$ cat src/rtl/fb_pkg.sv
// fb_pkg: frame-buffer geometry and arbiter FSM encoding shared by the frame driver, game FSM and write arbiter.
package fb_pkg;
  localparam int MEM_SIZE = 19200;
  localparam int ADDR_W = 15;
  localparam int DATA_W = 24;
  typedef enum logic {SERVE = 1'b0, CLEAR = 1'b1} fsm_state_t;
endpackage

$ cat src/rtl/fb_write_arbiter_if.sv
// fb_write_arbiter_if: requester, clear-control and frame-buffer write signals of the write arbiter.
interface fb_write_arbiter_if #(
  parameter int NUM_REQ = 3,
  parameter int ADDR_W = fb_pkg::ADDR_W,
  parameter int DATA_W = fb_pkg::DATA_W
);
  logic [NUM_REQ-1:0] req;
  logic [NUM_REQ*ADDR_W-1:0] req_addr;
  logic [NUM_REQ*DATA_W-1:0] req_data;
  logic [NUM_REQ-1:0] ack;
  logic clear_start;
  logic [DATA_W-1:0] clear_color;
  logic clear_busy;
  logic clear_done;
  logic [ADDR_W-1:0] fb_addr;
  logic [DATA_W-1:0] fb_data;
  logic fb_we;
  logic err_oob;
  modport master (
    output req, req_addr, req_data, clear_start, clear_color,
    input ack, clear_busy, clear_done, fb_addr, fb_data, fb_we, err_oob
  );
  modport slave (
    input req, req_addr, req_data, clear_start, clear_color,
    output ack, clear_busy, clear_done, fb_addr, fb_data, fb_we, err_oob
  );
endinterface

$ cat src/rtl/fb_write_arbiter_rr_select.sv
// rr_select: one-hot grant to the first requesting index at or after rr_ptr, wrapping.
module rr_select #(
  parameter int NUM_REQ = 3,
  parameter int PTR_W = 2
) (
  input  logic [NUM_REQ-1:0] req,
  input  logic [PTR_W-1:0]   rr_ptr,
  output logic [NUM_REQ-1:0] grant
);
  always_comb begin
    grant = '0;
    for (int k = NUM_REQ - 1; k >= 0; k--) begin
      int idx;
      idx = (int'(rr_ptr) + k) % NUM_REQ;
      if (req[idx]) grant = NUM_REQ'(1) << idx;
    end
  end
endmodule

$ cat src/rtl/fb_write_arbiter.sv
// fb_write_arbiter: round-robin frame-buffer write arbiter with a full-buffer colour fill mode.
module fb_write_arbiter #(
  parameter int NUM_REQ = 3,
  parameter int ADDR_W = fb_pkg::ADDR_W,
  parameter int DATA_W = fb_pkg::DATA_W,
  parameter int MEM_SIZE = fb_pkg::MEM_SIZE
) (
  input logic clk,
  input logic rst,
  fb_write_arbiter_if.slave bus
);
  import fb_pkg::*;
  localparam int PTR_W = NUM_REQ > 1 ? $clog2(NUM_REQ) : 1;
  localparam logic [ADDR_W-1:0] LAST = ADDR_W'(MEM_SIZE - 1);
  fsm_state_t state_q, state_d;
  logic [PTR_W-1:0] rr_ptr_q, rr_ptr_d, win;
  logic [ADDR_W-1:0] cnt_q, cnt_d, fb_addr_q, fb_addr_d, addr_w;
  logic [DATA_W-1:0] color_q, color_d, fb_data_q, fb_data_d, data_w;
  logic fb_we_q, fb_we_d, done_q, done_d, oob_q, oob_d;
  logic [NUM_REQ-1:0] grant;
  logic serve, oob;
  rr_select #(.NUM_REQ(NUM_REQ), .PTR_W(PTR_W)) u_sel (
    .req(bus.req),
    .rr_ptr(rr_ptr_q),
    .grant(grant)
  );
  // no ack while reset is held, in CLEAR, or when a fill is being started
  assign serve = state_q == SERVE && !bus.clear_start && !rst;
  assign bus.ack = serve ? grant : '0;
  assign bus.clear_busy = state_q == CLEAR;
  assign bus.clear_done = done_q;
  assign bus.fb_addr = fb_addr_q;
  assign bus.fb_data = fb_data_q;
  assign bus.fb_we = fb_we_q;
  assign bus.err_oob = oob_q;
  always_comb begin
    win = '0;
    for (int i = 0; i < NUM_REQ; i++) if (grant[i]) win = PTR_W'(i);
    addr_w = bus.req_addr[win*ADDR_W +: ADDR_W];
    data_w = bus.req_data[win*DATA_W +: DATA_W];
    oob = addr_w > LAST;
    state_d = state_q;
    rr_ptr_d = rr_ptr_q;
    cnt_d = cnt_q;
    color_d = color_q;
    fb_addr_d = fb_addr_q;
    fb_data_d = fb_data_q;
    fb_we_d = 1'b0;
    done_d = 1'b0;
    oob_d = 1'b0;
    if (state_q == CLEAR) begin
      fb_addr_d = cnt_q;
      fb_data_d = color_q;
      fb_we_d = 1'b1;
      done_d = cnt_q == LAST;
      state_d = cnt_q == LAST ? SERVE : CLEAR;
      cnt_d = cnt_q == LAST ? '0 : cnt_q + 1'b1;
    end else if (bus.clear_start) begin
      state_d = CLEAR;
      color_d = bus.clear_color;
      cnt_d = '0;
    end else if (|bus.ack) begin
      rr_ptr_d = int'(win) == NUM_REQ - 1 ? '0 : win + PTR_W'(1);
      fb_addr_d = addr_w;
      fb_data_d = data_w;
      fb_we_d = !oob;
      oob_d = oob;
    end
  end
  always_ff @(posedge clk or posedge rst) begin
    if (rst) begin
      state_q <= SERVE;
      rr_ptr_q <= '0;
      cnt_q <= '0;
      color_q <= '0;
      fb_addr_q <= '0;
      fb_data_q <= '0;
      fb_we_q <= 1'b0;
      done_q <= 1'b0;
      oob_q <= 1'b0;
    end else begin
      state_q <= state_d;
      rr_ptr_q <= rr_ptr_d;
      cnt_q <= cnt_d;
      color_q <= color_d;
      fb_addr_q <= fb_addr_d;
      fb_data_q <= fb_data_d;
      fb_we_q <= fb_we_d;
      done_q <= done_d;
      oob_q <= oob_d;
    end
  end
endmodule

$ cat src/flat_wrapper.sv
// flat-port wrapper written by rule: the top's interface ports become plain ports
module fb_write_arbiter_flat import fb_pkg::*;
#(
  parameter int NUM_REQ = 3,
  parameter int ADDR_W = fb_pkg::ADDR_W,
  parameter int DATA_W = fb_pkg::DATA_W,
  parameter int MEM_SIZE = fb_pkg::MEM_SIZE
)
  (clk, rst, bus_req, bus_req_addr, bus_req_data, bus_clear_start, bus_clear_color, bus_ack, bus_clear_busy, bus_clear_done, bus_fb_addr, bus_fb_data, bus_fb_we, bus_err_oob);
  fb_write_arbiter_if #(.NUM_REQ(NUM_REQ), .ADDR_W(ADDR_W), .DATA_W(DATA_W)) bus_i ();
  input logic clk;
  input logic rst;
  input wire logic [$bits(bus_i.req)-1:0] bus_req;
  input wire logic [$bits(bus_i.req_addr)-1:0] bus_req_addr;
  input wire logic [$bits(bus_i.req_data)-1:0] bus_req_data;
  input wire logic [$bits(bus_i.clear_start)-1:0] bus_clear_start;
  input wire logic [$bits(bus_i.clear_color)-1:0] bus_clear_color;
  output wire logic [$bits(bus_i.ack)-1:0] bus_ack;
  output wire logic [$bits(bus_i.clear_busy)-1:0] bus_clear_busy;
  output wire logic [$bits(bus_i.clear_done)-1:0] bus_clear_done;
  output wire logic [$bits(bus_i.fb_addr)-1:0] bus_fb_addr;
  output wire logic [$bits(bus_i.fb_data)-1:0] bus_fb_data;
  output wire logic [$bits(bus_i.fb_we)-1:0] bus_fb_we;
  output wire logic [$bits(bus_i.err_oob)-1:0] bus_err_oob;
  assign bus_i.req = bus_req;
  assign bus_i.req_addr = bus_req_addr;
  assign bus_i.req_data = bus_req_data;
  assign bus_i.clear_start = bus_clear_start;
  assign bus_i.clear_color = bus_clear_color;
  assign bus_ack = bus_i.ack;
  assign bus_clear_busy = bus_i.clear_busy;
  assign bus_clear_done = bus_i.clear_done;
  assign bus_fb_addr = bus_i.fb_addr;
  assign bus_fb_data = bus_i.fb_data;
  assign bus_fb_we = bus_i.fb_we;
  assign bus_err_oob = bus_i.err_oob;
  fb_write_arbiter #(.NUM_REQ(NUM_REQ), .ADDR_W(ADDR_W), .DATA_W(DATA_W), .MEM_SIZE(MEM_SIZE)) u_core (.clk(clk), .rst(rst), .bus(bus_i));
endmodule
$ cat config.mk
export PLATFORM = sky130hd
export DESIGN_NAME = fb_write_arbiter_flat
export DESIGN_NICKNAME = d
export VERILOG_FILES = /design/src/rtl/fb_pkg.sv /design/src/rtl/fb_write_arbiter_if.sv /design/src/rtl/fb_write_arbiter_rr_select.sv /design/src/rtl/fb_write_arbiter.sv /design/src/flat_wrapper.sv
export SDC_FILE = /design/constraint.sdc
export NUM_CORES = 1
export LEC_CHECK = 0
export ABC_AREA = 1
export CAP_MARGIN = 5
export CORE_MARGIN = 10
export CORE_UTILIZATION = 39
export DETAILED_ROUTE_END_ITERATION = 6
export PLACE_DENSITY_LB_ADDON = 0.05
export SYNTH_ARGS = -nofsm -noshare
export SYNTH_HDL_FRONTEND = slang
export SYNTH_SLANG_ARGS = --single-unit
$ cat constraint.sdc
create_clock -name clk -period 2.5 [get_ports clk]
set_input_delay 0.5 -clock clk [delete_from_list [all_inputs] [get_ports clk]]
set_output_delay 0.5 -clock clk [all_outputs]
set_load 0.05 [all_outputs]
==> out/qor.json, run 1 <==
{
  "grt_pass1_wl_um": 27100,
  "critical_path.cell_chain": "ha_4, buf_4, nand3_2, a21boi_2, nand2_2, nand2_4, inv_4, nand2_4, inv_4, buf_12",
  "place_congestion": 0.879,
  "cp.required_ns": 2.00,
  "initial_core_util_pct": 40.2,
  "min_from": "u_core.bus.fb_data[1]$_DFFE_PP0P_",
  "placeableCoreArea_um2": 11600,
  "critical_path_arrival_ns": 1.96,
  "port_buffers": 192,
  "drv_slew": 0,
  "postSynth.asyncResetShare_pct": 100,
  "hpwlAfterDp_um": 13200,
  "worst_clock_skew_ns": 0.00910,
  "die_area_um2": 16700,
  "final-instance-count-excl-fill": 991,
  "postSynthNetCount": 758,
  "crit_path_max_fanout": 6,
  "period_minus_slack_ns": 2.46,
  "track_usage_pct": 20.5,
  "post_synth.cell_area_avg_um2": 7.67,
  "drt.antenna.violating_nets": 0,
  "grt_overflow_total": 0,
  "synth_top_cell_area_share_pct": 45.2,
  "number_of_distinct_library_cells_after_synthesis": 42,
  "total_number_of_nets_in_the_final_design": 995,
  "actual_transition_at_the_worst_max_transition_pin_ns": 0.554,
  "worst_path_max_delay_cell": "dfrtp_2",
  "max_freq_mhz": 407,
  "drt_drc_violations_left": 0,
  "nFillCells": 996,
  "timing_hold_violations_final": 0,
  "final_core_util_pct": 66.1,
  "clk_path_buf_depth": 2,
  "setup-tns-final_ns": 0,
  "irDropWorstVdd_mv": 0.289,
  "synthTopCellsByArea": "dfrtp_1, nand2_1, nor2_1, nand3_1, inv_1",
  "min_delay_worst_endpoint": "u_core.bus.fb_data[1]$_DFFE_PP0P_",
  "row_count": 39,
  "fp.dieH_um": 129,
  "crit_path_max_incr_delay_ns": 0.45,
  "boundaryPins": 193,
  "tritoncts_clock_tree": "done",
  "synthCells": 606,
  "place_worst_setup_slack_ns": -0.266,
  "cellLeakagePower_nw": 3.42,
  "reg2regPathDepth": 15,
  "die_width_um": 129,
  "power.total_mw": 3.09,
  "yosys_reg_bits": 84,
  "cts_buffers": 9,
  "type_of_destination_of_the_critical_path": "primary output",
  "clock_tree.root_cell": "clkbuf_16",
  "grt_start_max_net_pins": 85,
  "grt_pass1_vias": 5289,
  "grt_setup_unrepaired": "yes",
  "wl_per_cell_um": 17.2,
  "clk_slew_on_worst_s_h_paths_ns": 0.06,
  "synthFlopType": "dfrtp_1",
  "period_share_pct": 98.3,
  "detailed_router_iteration_count_before_antenna_repair": 4,
  "synth_most_common_cell": "nand2_1",
  "timing.hold.worst.class": "flip-flop to flip-flop",
  "multiInputGateArea_um2": 2320,
  "setup.reg_to_reg.worst_slack_ns": 0.16,
  "dr.first_iter.drc_count": 221,
  "vias_per_cell": 5.01,
  "placed_cells": 957,
  "tritoncts_num_sinks": 84,
  "synth_seq_area_share_pct": 45.2,
  "grt_antenna_before_repair": 0,
  "ctsHtreeMaxLevel": 3,
  "postLayoutSetupSlackWorst_ns": 0.0423,
  "synth.cells.most_frequent": "nand2_1, dfrtp_1, nor2_1, inv_1, nand3_1",
  "wl_um": 17000,
  "route.vias.total": 4967,
  "maximum_capacitance_violations": 0,
  "syn_to_final_growth_pct": 64.6,
  "number_of_warnings_reported_in_the_yosys_synthesis_log": 0,
  "synth_top_cell_by_area": "dfrtp_1",
  "antenna-diode-count": 0,
  "r2r_end": "u_core.bus.fb_addr[14]$_DFFE_PP0P_",
  "timing.slew.headroom_pct": 63.0,
  "r2r_start": "u_core.rr_ptr_q[0]$_DFFE_PP0P_",
  "worstSkewPairLatency_ns": 0.34,
  "share_of_layout_cells_above_drive_strength_1_pct": 17.2,
  "power_per_cell_area_nw_per_um2": 404,
  "regArea_um2": 2100,
  "worst_setup_path_start_kind": "flip-flop",
  "min_delay_path_depth": 2,
  "synth-edff-count": 0,
  "criticalPathCategory": "flip-flop to primary output",
  "timing.final.setup_violations": 0,
  "syn_area_um2": 4650,
  "status": "completed"
}
[per-stage QoR]
stage	instance area, um2	hold slack (ns)
finish	7650	0.479
global route	7650	0.499
CTS	7440	0.481
detailed placement	7070	0.465
global placement	7070	0.465
floorplan	4650	0.456
[flip-flops by register name, summed over array words and instances (netlist names)]
name / count
u_core.bus.fb_data: 24
u_core.bus.clear_busy: 1
u_core.bus.clear_done: 1
u_core.color_q: 24
u_core.bus.fb_we: 1
u_core.bus.fb_addr: 15
u_core.bus.err_oob: 1
u_core.rr_ptr_q: 2
u_core.cnt_q: 15
[final cells by class]
class / count / area share [%]
well taps: 143 / 2.34
clock buffers: 10 / 3.12
flip-flops and latches: 84 / 27.5
repair buffers: 253 / 33.0
inverters: 59 / 3.11
multi-input cells: 436 / 30.3
clock inverters: 6 / 0.589
[report_power, final]
part / internal (mW) / switching (mW)
logic: 0.293 / 0.178
registers: 1.36 / 0
clock network: 0.707 / 0.557
total: 2.36 / 0.734
[critical path: cells and delay by family, from the launching register on]
kind | cells | cell delay, ns
and+or+nand+nor | 4 | 0.29
DFF | 1 | 0.45
AOI/OAI and AO/OA | 1 | 0.16
adders and majority gates | 1 | 0.34
buffers and inverters | 4 | 0.38
[how the worst max path moves through the flow]
stage | start | end | slack, ns | depth (start not counted)
floorplan | u_core.rr_ptr_q[0]$_DFFE_PP0P_ | u_core.bus.fb_addr[7]$_DFFE_PP0P_ | 0.005 | 16
global placement | bus_clear_start | u_core.bus.fb_addr[0]$_DFFE_PP0P_ | -0.24 | 13
detailed placement | bus_clear_start | u_core.bus.fb_addr[0]$_DFFE_PP0P_ | -0.27 | 13
CTS | u_core.rr_ptr_q[0]$_DFFE_PP0P_ | bus_ack[1] | -0.007 | 13
global route | u_core.rr_ptr_q[1]$_DFFE_PP0P_ | bus_ack[1] | -0.05 | 12
finish | u_core.rr_ptr_q[1]$_DFFE_PP0P_ | bus_ack[1] | 0.04 | 10
[per-layer routing]
layer  wire (um)  global-route usage, %  part of all wire [%]
met5           0                      0                     0
met1        6730                   22.2                    40
met3        1610                   8.12                   9.5
met2        8380                   35.8                    49
met4         290                   6.69                   1.7
[cells in the final DEF, fill, tap and decap left out, types with 5 or more instances in the layout]
cell type        netlist  routed
o211ai_1              16      16
buf_12                 0      12
mux2_2                 9       9
inv_4                  0       5
o22ai_1               22      22
buf_4                  1      52
dfrtp_1               84      83
nor2_1                67      65
or2_2                 11      11
nand2_2                2       9
clkdlybuf4s50_1        0     188
nand4_1               13      13
nand3_1               49      44
inv_2                  3       5
inv_1                 56      48
nand2_1              170     161
nand3_2                1       6
o21ai_0               18      16
clkbuf_16              0       9
a21oi_1               20      20
xor2_1                 5       5
[cell families after synthesis]
logic type,count (synthesis),synth area share [%]
fa+ha+maj,5,1.35
flops,84,45.2
buf+inv,86,7.57
xor+xnor,6,1.13
mux,9,2.18
simple gates,324,30.1
compound gates,92,12.5
[repair_timing]
item	4_1_cts	5_1_grt
setup endpoints to repair	3	46
hold buffers	0	0
gates resized for setup	16	29
pin swaps	7	11
buffers inserted	5	14
Power figures use the tool's default switching activity.
==> run 2, diff against run 1 <==
--- a/config.mk
+++ b/config.mk
@@ -7,10 +7,12 @@
 export LEC_CHECK = 0
 export ABC_AREA = 1
 export CAP_MARGIN = 5
+export CELL_PAD_IN_SITES_DETAIL_PLACEMENT = 1
+export CELL_PAD_IN_SITES_GLOBAL_PLACEMENT = 1
 export CORE_MARGIN = 10
-export CORE_UTILIZATION = 39
+export CORE_UTILIZATION = 27
 export DETAILED_ROUTE_END_ITERATION = 6
-export PLACE_DENSITY_LB_ADDON = 0.05
+export PLACE_DENSITY = 0.81
 export SYNTH_ARGS = -nofsm -noshare
 export SYNTH_HDL_FRONTEND = slang
 export SYNTH_SLANG_ARGS = --single-unit
==> run 2 against run 1 <==
Effect of this change: the flow now finishes with violations (setup timing); non-clock buffer count up 9; via count up 3.6%; cell area is 4.3% higher; clock skew decreased by 0.0012 ns; global-route usage shrank 3.2 points; cell count grew 8.9%; clock-buffer cell count rose by 1; sequential power hardly changed; critical endpoint unchanged; largest power group is now the clock network; highest routed layer unchanged.
==> out/qor.json, run 2 (synthesized netlist as in run 1, its figures left out) <==
{
  "status": "finished, violations left",
  "violations": "setup timing",
  "initial_core_util_pct": 27.8,
  "vias_per_cell": 4.77,
  "tritoncts_clock_tree": "done",
  "nFillCells": 2014,
  "track_usage_pct": 17.2,
  "placeableCoreArea_um2": 16700,
  "grt_antenna_before_repair": 2,
  "tritoncts_num_sinks": 84,
  "drv_slew": 0,
  "timing_hold_violations_final": 0,
  "irDropWorstVdd_mv": 0.364,
  "postLayoutSetupSlackWorst_ns": -0.111,
  "die_width_um": 151,
  "timing.slew.headroom_pct": 61.8,
  "type_of_destination_of_the_critical_path": "primary output",
  "multiInputGateArea_um2": 2360,
  "net-switching-power_mw": 0.786,
  "drt_drc_violations_left": 0,
  "syn_to_final_growth_pct": 71.7,
  "grt-busiest-layer": "met2",
  "layout.cells.most_common_list": "clkdlybuf4s50_1, nand2_1, dfrtp_1",
  "power_per_cell_area_nw_per_um2": 409,
  "crit_path_max_incr_delay_ns": 0.44,
  "clkPwrFrac_pct": 42.4,
  "grtUsageMet3_pct": 6.62,
  "post_route_worst_hold_slack_ns": 0.480,
  "grt_overflow_total": 0,
  "crit_path_max_fanout": 3,
  "regArea_um2": 2100,
  "cp.required_ns": 2.00,
  "critical_path.cell_chain": "inv_2, ha_4, inv_2, nand2_2, nand3b_1, buf_6, a21boi_4, nand2_4, nand2_4, inv_2, nand2_2, buf_6, inv_6, buf_12",
  "crit_top_cell": "inv_2",
  "detailed_router_iteration_count_before_antenna_repair": 4,
  "place_worst_setup_slack_ns": -0.359,
  "total_number_of_nets_in_the_final_design": 1005,
  "clk_path_buf_depth": 2,
  "cellLeakagePower_nw": 3.51,
  "route.vias.total": 5148,
  "p_sw_share_pct": 24.1,
  "grt_start_max_net_pins": 54,
  "clk_slew_on_worst_s_h_paths_ns": 0.06,
  "period_minus_slack_ns": 2.61,
  "criticalPathCategory": "flip-flop to primary output",
  "layout.cells.most_common": "clkdlybuf4s50_1",
  "worst_path_max_delay_cell": "dfrtp_1",
  "final-instance-count-excl-fill": 1079,
  "actual_transition_at_the_worst_max_transition_pin_ns": 0.572,
  "row_count": 47,
  "grt_setup_unrepaired": "yes",
  "die_area_um2": 22900,
  "grt_pass1_vias": 5604,
  "power_report.internal_total_mw": 2.48,
  "wl_per_cell_um": 19.0,
  "power_frac_seq_pct": 41.6,
  "max_freq_mhz": 383,
  "place_congestion": 0.811,
  "drt.antenna.violating_nets": 0,
  "worst_clock_skew_ns": 0.00793,
  "share_of_layout_cells_above_drive_strength_1_pct": 19.2,
  "dr.first_iter.drc_count": 195,
  "ctsHtreeMaxLevel": 3,
  "grt_pass1_wl_um": 30500,
  "port_buffers": 192,
  "cts_buffers": 9,
  "worstSkewPairLatency_ns": 0.35,
  "fp.dieH_um": 151,
  "clock_tree.root_cell": "clkbuf_16",
  "period_share_pct": 104,
  "power.combinational.fraction_pct": 15.9,
  "critical_path_arrival_ns": 2.11,
  "hpwlAfterDp_um": 15500,
  "worst_setup_path_start_kind": "flip-flop",
  "boundaryPins": 193,
  "timing.hold.worst.class": "flip-flop to flip-flop",
  "grt_use_met2_pct": 29.3,
  "met1_routing_resource_usage_after_global_routing_pct": 19.5,
  "placed_cells": 1038,
  "timing.final.setup_violations": 19,
  "wl_um": 20500,
  "maximum_capacitance_violations": 0
}
==> run 2: power by group through the flow <==
stage | clock network (mW) | registers (mW) | logic (mW)
after detailed placement | 0 | 1.38 | 0.496
after CTS | 1.42 | 1.36 | 0.504
after floorplan | 0 | 1.38 | 0.141
after global placement | 0 | 1.38 | 0.489
final | 1.38 | 1.36 | 0.520
after global routing | 1.47 | 1.36 | 0.565
==> run 2: cell type report <==
| type | count | share of cell area (%) |
|---|---|---|
| Antenna cell | 1 | 0.0314 |
| Clock buffer | 11 | 3.04 |
| Clock inverter | 5 | 0.769 |
| Inverter | 59 | 2.93 |
| Multi-Input combinational cell | 437 | 29.7 |
| Sequential cell | 84 | 26.4 |
| Tap cell | 220 | 3.45 |
| Timing Repair Buffer | 262 | 33.8 |
==> run 2: routing by layer <==
| metal | vias to the layer above | part of all wire, % |
|---|---|---|
| li1 | 2493 | - |
| met5 | - | 0 |
| met4 | 0 | 1.9 |
| met3 | 24 | 9.2 |
| met1 | 2450 | 41 |
| met2 | 181 | 47 |
==> run 2: timing repair <==
item                                    4_1_cts  5_1_grt
pin swaps                                    10       29
hold buffers                                  0        0
resized for setup                            22       45
setup buffers                                 9       11
endpoints found under the setup margin       40       44
gates cloned                                  0        4
==> run 2: path summary, 6_finish.rpt <==
kind,startpoint,end,cells after the start,slack (ns)
worst max-delay path,u_core.rr_ptr_q[1]$_DFFE_PP0P_,bus_ack[1],14,-0.11
worst min-delay path,u_core.bus.fb_data[15]$_DFFE_PP0P_,u_core.bus.fb_data[15]$_DFFE_PP0P_,2,0.48
worst max register to register,u_core.rr_ptr_q[1]$_DFFE_PP0P_,u_core.bus.fb_data[14]$_DFFE_PP0P_,20,-0.08
worst min register to register,u_core.bus.fb_data[15]$_DFFE_PP0P_,u_core.bus.fb_data[15]$_DFFE_PP0P_,2,0.48
max in group asynchronous,rst,u_core.color_q[20]$_DFFE_PP0P_,4,1.31
min in group asynchronous,rst,u_core.cnt_q[0]$_DFFE_PP0P_,4,0.80
==> run 2: critical path: cells and delay by family, from the launching register on <==
family	cells	cell delay, ns
buffers and inverters	7	0.62
adder cells (fa/ha/maj)	1	0.16
AND/OR/NAND/NOR	5	0.40
flip-flops	1	0.44
AO/OA/AOI/OAI	1	0.14
==> run 2: stage by stage <==
| stage | power [mW] | setup TNS [ns] | instance area, um2 | util [%] |
|---|---|---|---|---|
| 2_1_floorplan | 1.53 | 0 | 4650 | - |
| 3_3_place_gp | 1.87 | -3.44 | 7200 | 43.1 |
| 3_5_place_dp | 1.88 | -8.80 | 7200 | 43.1 |
| 4_1_cts | 3.28 | -0.189 | 7650 | 45.8 |
| 5_1_grt | 3.39 | -3.67 | 7970 | 47.7 |
| 6_report | 3.26 | -0.836 | 7980 | 47.8 |
==> run 3, diff against run 2 <==
--- a/config.mk
+++ b/config.mk
@@ -13,6 +13,7 @@
 export CORE_UTILIZATION = 27
 export DETAILED_ROUTE_END_ITERATION = 6
 export PLACE_DENSITY = 0.81
+export SETUP_SLACK_MARGIN = 0.1
 export SYNTH_ARGS = -nofsm -noshare
 export SYNTH_HDL_FRONTEND = slang
 export SYNTH_SLANG_ARGS = --single-unit
==> run 3 against run 2 <==
Effect of this change: worst setup slack barely moved; largest cell class unchanged; the run still ends with setup timing left; die area did not move; combinational power up 7.7%.
==> out/qor.json, run 3 (synthesized netlist as in run 1, its figures left out) <==
{
  "status": "finished, violations left",
  "violations": "setup timing",
  "worst_path_max_delay_cell": "dfrtp_1",
  "timing.final.setup_violations": 4,
  "row_count": 47,
  "place_congestion": 0.846,
  "die_width_um": 151,
  "port_buffers": 192,
  "dr.first_iter.drc_count": 180,
  "clk_path_buf_depth": 2,
  "postLayoutSetupSlackWorst_ns": -0.111,
  "post_route_worst_hold_slack_ns": 0.483,
  "worst_clock_skew_ns": 0.00841,
  "worst_setup_path_startpoint": "u_core.rr_ptr_q[0]$_DFFE_PP0P_",
  "ctsHtreeMaxLevel": 3,
  "hpwlAfterDp_um": 15400,
  "critical_path.cell_chain": "inv_2, buf_4, ha_4, inv_2, nand2_1, nand3_1, nand2_2, nand3_2, a31o_2, inv_2, buf_6, buf_12",
  "wl_per_cell_um": 19.9,
  "irDropWorstVdd_mv": 0.320,
  "worst_setup_path_endpoint": "bus_ack[0]",
  "maximum_capacitance_violations": 0,
  "r2r_end": "u_core.bus.fb_data[19]$_DFFE_PP0P_",
  "route.vias.total": 5170,
  "grt_pass1_wl_um": 31000,
  "placed_cells": 1031,
  "reg2regPathDepth": 14,
  "timing_hold_violations_final": 0,
  "worstSkewPairLatency_ns": 0.35,
  "timing.slew.headroom_pct": 62.0,
  "critical_path_depth": 12,
  "cellLeakagePower_nw": 3.60,
  "layout.cells.most_common": "clkdlybuf4s50_1",
  "total_number_of_nets_in_the_final_design": 1006,
  "critical_path_arrival_ns": 2.11,
  "grt_antenna_before_repair": 1,
  "max_freq_mhz": 383,
  "period_share_pct": 104,
  "antenna-diode-count": 0,
  "detailed_router_iteration_count_before_antenna_repair": 4,
  "worst-path-buf-inv": 6,
  "drv_slew": 0,
  "criticalPathCategory": "flip-flop to primary output",
  "grtUsageMet3_pct": 7.04,
  "track_usage_pct": 17.6,
  "crit_path_max_fanout": 3,
  "initial_core_util_pct": 27.8,
  "clk_slew_on_worst_s_h_paths_ns": 0.07,
  "power_per_cell_area_nw_per_um2": 398,
  "grt_setup_unrepaired": "yes",
  "tritoncts_num_sinks": 84,
  "cts_buffers": 9,
  "vias_per_cell": 4.80,
  "wl_um": 21400,
  "actual_transition_at_the_worst_max_transition_pin_ns": 0.569,
  "boundaryPins": 193,
  "share_of_layout_cells_above_drive_strength_1_pct": 23.2,
  "timing.hold.worst.class": "flip-flop to flip-flop",
  "grt_overflow_total": 0,
  "clock_tree.root_cell": "clkbuf_16",
  "drt.antenna.violating_nets": 0,
  "final_area_um2": 8250,
  "syn_to_final_growth_pct": 77.5,
  "drt_drc_violations_left": 0,
  "placed_area_um2": 7160,
  "type_of_destination_of_the_critical_path": "primary output",
  "tritoncts_clock_tree": "done",
  "grt_use_met2_pct": 30.2,
  "crit_family": "buffers and inverters",
  "placeableCoreArea_um2": 16700,
  "grt_start_max_net_pins": 37,
  "period_minus_slack_ns": 2.61,
  "cp.required_ns": 2.00,
  "setup.reg_to_reg.worst_slack_ns": -0.01,
  "crit_top_cell": "inv_2",
  "crit_path_max_incr_delay_ns": 0.42,
  "grt-busiest-layer": "met2",
  "r2r_start": "u_core.rr_ptr_q[0]$_DFFE_PP0P_",
  "final-instance-count-excl-fill": 1078,
  "layout.cells.most_common_list": "clkdlybuf4s50_1, nand2_1, dfrtp_1",
  "fp.dieH_um": 151,
  "met1_routing_resource_usage_after_global_routing_pct": 19.5,
  "worst_setup_path_start_kind": "flip-flop",
  "die_area_um2": 22900,
  "grt_pass1_vias": 5679
}
[run 3: cell count changes in the layout (fill, tap and decap cells not counted), moves of 5 or more]
| cell | previous run | this run |
|---|---|---|
| nand3_2 | 7 | 14 |
| nand2_1 | 162 | 153 |
| inv_4 | 0 | 5 |
| nand2_4 | 3 | 8 |
| nand3_1 | 43 | 34 |
[run 3: per-layer routing]
layer | up-vias | share of wire [%]
li1 | 2489 | -
met2 | 192 | 48
met1 | 2465 | 42
met3 | 22 | 9.2
met4 | 2 | 1.4
met5 | - | 0.037
[run 3: metrics by stage]
step / total power, mW / TNS (ns) / utilization [%] / worst slack [ns]
final: 3.28 / -0.206 / 49.4 / -0.111
after global routing: 3.42 / -1.98 / 49.4 / -0.194
after CTS: 3.25 / -0.0180 / 46.0 / -0.0180
after detailed placement: 1.87 / -10.75 / 42.9 / -0.346
after global placement: 1.86 / -5.98 / 42.9 / -0.236
after floorplan: 1.53 / 0 / - / 0.150
[run 3: tightest hold or removal path, delay by kind of cell (launching register included)]
kind / cells / cell delay, ns
AND/OR/NAND/NOR: 2 / 0.11
flip-flops: 1 / 0.35
[run 3: where the power goes]
group | switching, mW | internal (mW)
Clock | 0.589 | 0.775
Sequential | 0 | 1.36
Combinational | 0.230 | 0.330
[run 3: worst min path at each step]
| stage | start | end | slack, ns | cells past startpoint |
|---|---|---|---|---|
| floorplan | u_core.color_q[2]$_DFFE_PP0P_ | u_core.bus.fb_data[2]$_DFFE_PP0P_ | 0.46 | 2 |
| global placement | u_core.bus.fb_data[2]$_DFFE_PP0P_ | u_core.bus.fb_data[2]$_DFFE_PP0P_ | 0.46 | 2 |
| detailed placement | u_core.bus.fb_addr[13]$_DFFE_PP0P_ | u_core.bus.fb_addr[13]$_DFFE_PP0P_ | 0.47 | 2 |
| CTS | u_core.color_q[6]$_DFFE_PP0P_ | u_core.bus.fb_data[6]$_DFFE_PP0P_ | 0.49 | 2 |
| global route | u_core.bus.fb_addr[12]$_DFFE_PP0P_ | u_core.bus.fb_addr[12]$_DFFE_PP0P_ | 0.51 | 2 |
| finish | u_core.bus.fb_data[13]$_DFFE_PP0P_ | u_core.bus.fb_data[13]$_DFFE_PP0P_ | 0.48 | 2 |
[run 3: layout make-up]
class | count | area [um2]
Clock inverter | 5 | 62.6
Timing Repair Buffer | 263 | 2750
Clock buffer | 10 | 229
Sequential cell | 84 | 2100
Tap cell | 220 | 275
Inverter | 59 | 245
Multi-Input combinational cell | 437 | 2580
Fill cell | 1965 | 8460
[run 3: timing repair]
item | 4_1_cts | 5_1_grt
endpoints found under the hold margin | 0 | 0
cloned | 1 | 3
endpoints found under the setup margin | 46 | 46
resized for setup | 30 | 98
hold buffers | 0 | 0
pin swaps | 10 | 44
buffers inserted | 15 | 13
